## config.mk

```make
export PLATFORM = sky130hd
export DESIGN_NAME = bus_port_fifo
export DESIGN_NICKNAME = d
export VERILOG_FILES = /design/src/rtl/bus_port_fifo.sv
export SDC_FILE = /design/constraint.sdc
export NUM_CORES = 1
export LEC_CHECK = 0
export ABC_AREA = 1
export CORE_MARGIN = 4
export CORE_UTILIZATION = 66
export DETAILED_ROUTE_END_ITERATION = 6
export PLACE_DENSITY = 0.85
export SLEW_MARGIN = 20
export SYNTH_ARGS = -nofsm -noshare
export SYNTH_HDL_FRONTEND = slang
export SYNTH_SLANG_ARGS = --single-unit
```

## constraint.sdc

```tcl
create_clock -name clk -period 5.7 [get_ports clk]
set_input_delay 1.14 -clock clk [delete_from_list [all_inputs] [get_ports clk]]
set_output_delay 1.14 -clock clk [all_outputs]
set_load 0.005 [all_outputs]
```

## src/rtl/bus_port_fifo.sv

```systemverilog
// Bus port with independent TX/RX circular FIFOs, destination-address filtering on the RX
// side, and sticky overflow/drop status that err_clr clears.
module bus_port_fifo #(
    parameter int unsigned pckg_sz    = 16,
    parameter int unsigned fifo_depth = 16,
    parameter logic [7:0]  id         = 8'd0,
    parameter logic [7:0]  broadcast  = {8{1'b1}}
) (
    input  logic               clk,
    input  logic               reset,
    // bus side
    output logic               pndng,
    output logic [pckg_sz-1:0] D_pop,
    input  logic               pop,
    input  logic               push,
    input  logic [pckg_sz-1:0] D_push,
    // device side
    input  logic               tx_wr,
    input  logic [pckg_sz-1:0] tx_data,
    output logic               tx_full,
    input  logic               rx_rd,
    output logic [pckg_sz-1:0] rx_data,
    output logic               rx_valid,
    // error status
    output logic               tx_ovf,
    output logic               rx_ovf,
    output logic [7:0]         rx_drop_cnt,
    input  logic               err_clr
);
    localparam int unsigned AW = $clog2(fifo_depth);
    localparam int unsigned CW = AW + 1;
    localparam logic [CW-1:0] Full = CW'(fifo_depth);

    logic [pckg_sz-1:0] tx_mem [fifo_depth];
    logic [pckg_sz-1:0] rx_mem [fifo_depth];

    logic [AW-1:0] tx_wptr_q, tx_wptr_d, tx_rptr_q, tx_rptr_d;
    logic [AW-1:0] rx_wptr_q, rx_wptr_d, rx_rptr_q, rx_rptr_d;
    logic [CW-1:0] tx_cnt_q, tx_cnt_d, rx_cnt_q, rx_cnt_d;
    logic          tx_ovf_q, tx_ovf_d, rx_ovf_q, rx_ovf_d;
    logic [7:0]    drop_cnt_q, drop_cnt_d;

    logic       tx_do_wr, tx_do_pop, rx_do_wr, rx_do_rd, addr_ok, rx_drop;
    logic [7:0] dest;

    always_comb begin
        dest      = D_push[pckg_sz-1 -: 8];
        addr_ok   = (dest == id) || (dest == broadcast);
        tx_do_pop = pop && (tx_cnt_q != '0);
        // A full FIFO still accepts a write when the head leaves on the same edge.
        tx_do_wr  = tx_wr && ((tx_cnt_q != Full) || tx_do_pop);
        rx_do_rd  = rx_rd && (rx_cnt_q != '0);
        rx_do_wr  = push && addr_ok && ((rx_cnt_q != Full) || rx_do_rd);
        rx_drop   = push && !rx_do_wr;
    end

    always_comb begin
        tx_wptr_d = tx_do_wr  ? tx_wptr_q + 1'b1 : tx_wptr_q;
        tx_rptr_d = tx_do_pop ? tx_rptr_q + 1'b1 : tx_rptr_q;
        tx_cnt_d  = tx_cnt_q;
        if (tx_do_wr && !tx_do_pop) tx_cnt_d = tx_cnt_q + 1'b1;
        if (!tx_do_wr && tx_do_pop) tx_cnt_d = tx_cnt_q - 1'b1;

        rx_wptr_d = rx_do_wr ? rx_wptr_q + 1'b1 : rx_wptr_q;
        rx_rptr_d = rx_do_rd ? rx_rptr_q + 1'b1 : rx_rptr_q;
        rx_cnt_d  = rx_cnt_q;
        if (rx_do_wr && !rx_do_rd) rx_cnt_d = rx_cnt_q + 1'b1;
        if (!rx_do_wr && rx_do_rd) rx_cnt_d = rx_cnt_q - 1'b1;

        // Clear first so an event on the same edge still registers.
        tx_ovf_d   = err_clr ? 1'b0 : tx_ovf_q;
        rx_ovf_d   = err_clr ? 1'b0 : rx_ovf_q;
        drop_cnt_d = err_clr ? 8'd0 : drop_cnt_q;
        if (tx_wr && !tx_do_wr) tx_ovf_d = 1'b1;
        if (push && addr_ok && !rx_do_wr) rx_ovf_d = 1'b1;
        if (rx_drop && (drop_cnt_d != 8'hFF)) drop_cnt_d = drop_cnt_d + 8'd1;
    end

    always_ff @(posedge clk or negedge reset) begin
        if (!reset) begin
            tx_wptr_q  <= '0;
            tx_rptr_q  <= '0;
            tx_cnt_q   <= '0;
            rx_wptr_q  <= '0;
            rx_rptr_q  <= '0;
            rx_cnt_q   <= '0;
            tx_ovf_q   <= 1'b0;
            rx_ovf_q   <= 1'b0;
            drop_cnt_q <= 8'd0;
        end else begin
            tx_wptr_q  <= tx_wptr_d;
            tx_rptr_q  <= tx_rptr_d;
            tx_cnt_q   <= tx_cnt_d;
            rx_wptr_q  <= rx_wptr_d;
            rx_rptr_q  <= rx_rptr_d;
            rx_cnt_q   <= rx_cnt_d;
            tx_ovf_q   <= tx_ovf_d;
            rx_ovf_q   <= rx_ovf_d;
            drop_cnt_q <= drop_cnt_d;
        end
    end

    // Storage is not reset; the counts alone decide what is visible.
    always_ff @(posedge clk) begin
        if (tx_do_wr) tx_mem[tx_wptr_q] <= tx_data;
        if (rx_do_wr) rx_mem[rx_wptr_q] <= D_push;
    end

    always_comb begin
        pndng       = (tx_cnt_q != '0);
        tx_full     = (tx_cnt_q == Full);
        rx_valid    = (rx_cnt_q != '0);
        D_pop       = pndng ? tx_mem[tx_rptr_q] : '0;
        rx_data     = rx_valid ? rx_mem[rx_rptr_q] : '0;
        tx_ovf      = tx_ovf_q;
        rx_ovf      = rx_ovf_q;
        rx_drop_cnt = drop_cnt_q;
    end
endmodule

```

==> results.sh <==
export IMPL_cts_hold_buf=0
export IMPL_coreArea_sq_um=33900
export IMPL_design_area_sq_um=25700
export IMPL_cts_tree="done"
export IMPL_ys_seq_area_frac=0.712
export IMPL_cp_required_ps=4560
export IMPL_leakagePower_nw=9.60
export IMPL_area_growth_pct=12.3
export IMPL_grt_pass1_vias=15919
export IMPL_post_cts_setup_buffers=0
export IMPL_antenna_found_initial=0
export IMPL_drc=0
export IMPL_dieArea_sq_um=37700
export IMPL_drt_iter0_markers=2196
export IMPL_numClockSinks=548
export IMPL_max_cap_violations=0
export IMPL_clock_skew_final_ps=12.2
export IMPL_hold_viol=0
export IMPL_post_route_period_util=0.873
export IMPL_hold_start="tx_cnt_q[4]$_DFFE_PN0P_"
export IMPL_r2r_end="rx_cnt_q[4]$_DFFE_PN0P_"
export IMPL_fmax_mhz=201
export IMPL_hold_class="reg2reg"
export IMPL_rsz0062_at_grt="no"
export IMPL_ff2ff_setup_slack_ps=2820
export IMPL_status="complete, no violations"
export IMPL_htreeDepth=2
export IMPL_via_count=16096
export IMPL_r2r_start="rx_cnt_q[0]$_DFFE_PN0P_"
export IMPL_whs_endpoint="tx_cnt_q[4]$_DFFE_PN0P_"
export IMPL_die_h_um=194
export IMPL_cts_root_buf="clkbuf_16"
export IMPL_dp_cells=2459
export IMPL_drive_gt1_frac=0.0708
export IMPL_totalWireLength_mm=56.1
export IMPL_path_max_fanout=76
export IMPL_clk_latency_ps=580
export IMPL_insertedDiodeCount=0
export IMPL_die_x_um=194
export IMPL_period_needed_ps=4980
export IMPL_grt_pass1_wl_mm=86.7
export IMPL_drt_wirelength_per_cell_um=22.0
export IMPL_ir_drop_mv=0.338
export IMPL_netlist_instances=1999
export IMPL_end_kind="output pin"
export IMPL_syn_area_sq_um=22900
export IMPL_grt_usage=0.292
export IMPL_syn_nets=2057
export IMPL_n_fill_cell=1958
export IMPL_cp_arrival_ps=3840
export IMPL_postSynthAreaPerCell_sq_um=11.4
export IMPL_start_util=0.675
export IMPL_ys_warn_count=0
export IMPL_grt_max_degree=130
export IMPL_portBuffers=83
export IMPL_cts_repair_resized=0
export IMPL_dp_final_hpwl_mm=30.5
export IMPL_path_clk_slew_ps=60
export IMPL_cts_buffer_depth=3
export IMPL_globalplace_congestion=0.834
export IMPL_setup_viol_count_final=0
export IMPL_holdPathStages=2
export IMPL_tightest_slew_ps=1170
export IMPL_yosysUniqueCellTypes=32
export IMPL_synth_seq_cells=548
export IMPL_num_io_pins=84
export IMPL_p_per_area_nw_per_um2=495
export IMPL_instances_no_fill=2553
export IMPL_ant_nets=0
export IMPL_final_max_slew_violation_count=0
export IMPL_place_area_sq_um=24000
export IMPL_setup_tns_ps=0
export IMPL_grt_overflow=0
export IMPL_reg2regPathDepth=17
export IMPL_critPathKind="reg2out"
export IMPL_final_nets=2122
export IMPL_vias_per_cell=6.30
export IMPL_rows=67
export IMPL_slew_headroom=0.222
export IMPL_cts_buffers=51
export IMPL_start_kind="register"
export IMPL_firstDrtPassIters=6
metal layers:
metal / global-route usage / vias to the layer above / share of wire
li1: - / 7054 / -
met1: 0.404 / 7703 / 0.36
met2: 0.470 / 1147 / 0.48
met3: 0.0518 / 192 / 0.12
met4: 0.117 / 0 / 0.039
met5: 0 / - / 0
worst max-delay path: stages, from the launching register on:
cell	delay, ps
dfrtp_4	770
clkinv_2	780
buf_12	470
nand2_1	130
nand3_1	100
nand3_1	150
nand2_1	60
nand2_1	50
a21oi_1	100
clkdlybuf4s50_1	580
cell families (layout without fill, tap and decap cells):
kind of cell               count (synthesis)  in the layout  synth area share
AOI/OAI and AO/OA                         50             50            0.0119
xor gates and xnor gates                  22             22           0.00843
adders and majority gates                 19             19            0.0107
buffers and inverters                    153            259            0.0329
DFF                                      548            548             0.712
and+or+nand+nor                         1207           1207             0.224
area by class of cell:
cell class	instances	area (sq um)	share of cell area
flip-flops and latches	548	16300	0.634
multi-input cells	1298	5880	0.229
clock buffers	63	1370	0.0535
repair buffers	119	1120	0.0437
well taps	448	561	0.0218
clock inverters	31	278	0.0108
inverters	46	175	0.00682
flip-flops by register name (all words and copies together), names as in the netlist:
register	flops
tx_rptr_q	4
tx_ovf	1
tx_cnt_q	5
rx_mem	256
rx_rptr_q	4
tx_wptr_q	4
rx_drop_cnt	8
rx_cnt_q	5
tx_mem	256
rx_ovf	1
rx_wptr_q	4
synth_stat cells (all sizes together):
cell type,instances,area share
nor3,4,0.0016
ha,18,0.0099
a32o,1,0.00044
nand2,729,0.12
a21oi,37,0.0086
o21ai,10,0.0022
buf,95,0.023
nand4,6,0.0016
nand3b,2,0.00066
xor2,18,0.0069
o21bai,1,0.00033
clkbuf,12,0.0020
nor2,53,0.0090
a21boi,1,0.00033
nand3,413,0.091
clkinv,2,0.00033
edfxtp,512,0.67
inv,44,0.0072
fa,1,0.00088
xnor2,4,0.0015
dfrtp,36,0.039
cell usage in the layout, fill, tap and decap left out, types with 10 or more instances in the layout:
master	netlist	final
clkdlybuf4s50_1	0	82
dfrtp_1	36	32
clkinv_1	2	15
nor2_2	0	14
a21oi_1	36	36
nand2_1	726	726
clkinv_2	0	11
nor2_1	52	37
inv_1	36	34
xor2_1	18	18
edfxtp_1	512	512
nand3_1	411	411
buf_4	29	34
ha_1	18	18
o21ai_0	10	10
clkbuf_16	0	53
where the power goes:
group          leakage (nW)  switching (W)  internal (W)  total (W)
sequential             5.05       0.000302       0.00467    0.00497
combinational          3.74        0.00287       0.00152    0.00438
clock                 0.810        0.00143       0.00194    0.00336
worst max-delay path by stage:
stage | end | depth (start not counted) | slack (ps) | startpoint
after floorplan | rx_mem[15][0]$_DFFE_PP_ | 5 | 2550 | D_push[10]
after global placement | rx_mem[2][1]$_DFFE_PP_ | 9 | 1410 | D_push[8]
after detailed placement | rx_mem[2][1]$_DFFE_PP_ | 9 | 1300 | D_push[8]
after CTS | D_pop[3] | 9 | 750 | tx_rptr_q[0]$_DFFE_PN0P_
after global routing | D_pop[5] | 9 | 520 | tx_rptr_q[0]$_DFFE_PN0P_
final | D_pop[15] | 9 | 720 | tx_rptr_q[0]$_DFFE_PN0P_
metrics by stage:
stage          hold slack [ps]  worst slack, ps  total power, W   util
6_report                   505              724          0.0127  0.758
5_1_grt                    556              516          0.0133  0.758
4_1_cts                    509              747          0.0127  0.758
3_5_place_dp               495             1300         0.00928  0.709
3_3_place_gp               478             1410         0.00911  0.709
2_1_floorplan              463             2550         0.00775      -
Note: power is estimated with default switching activity, not from simulation.
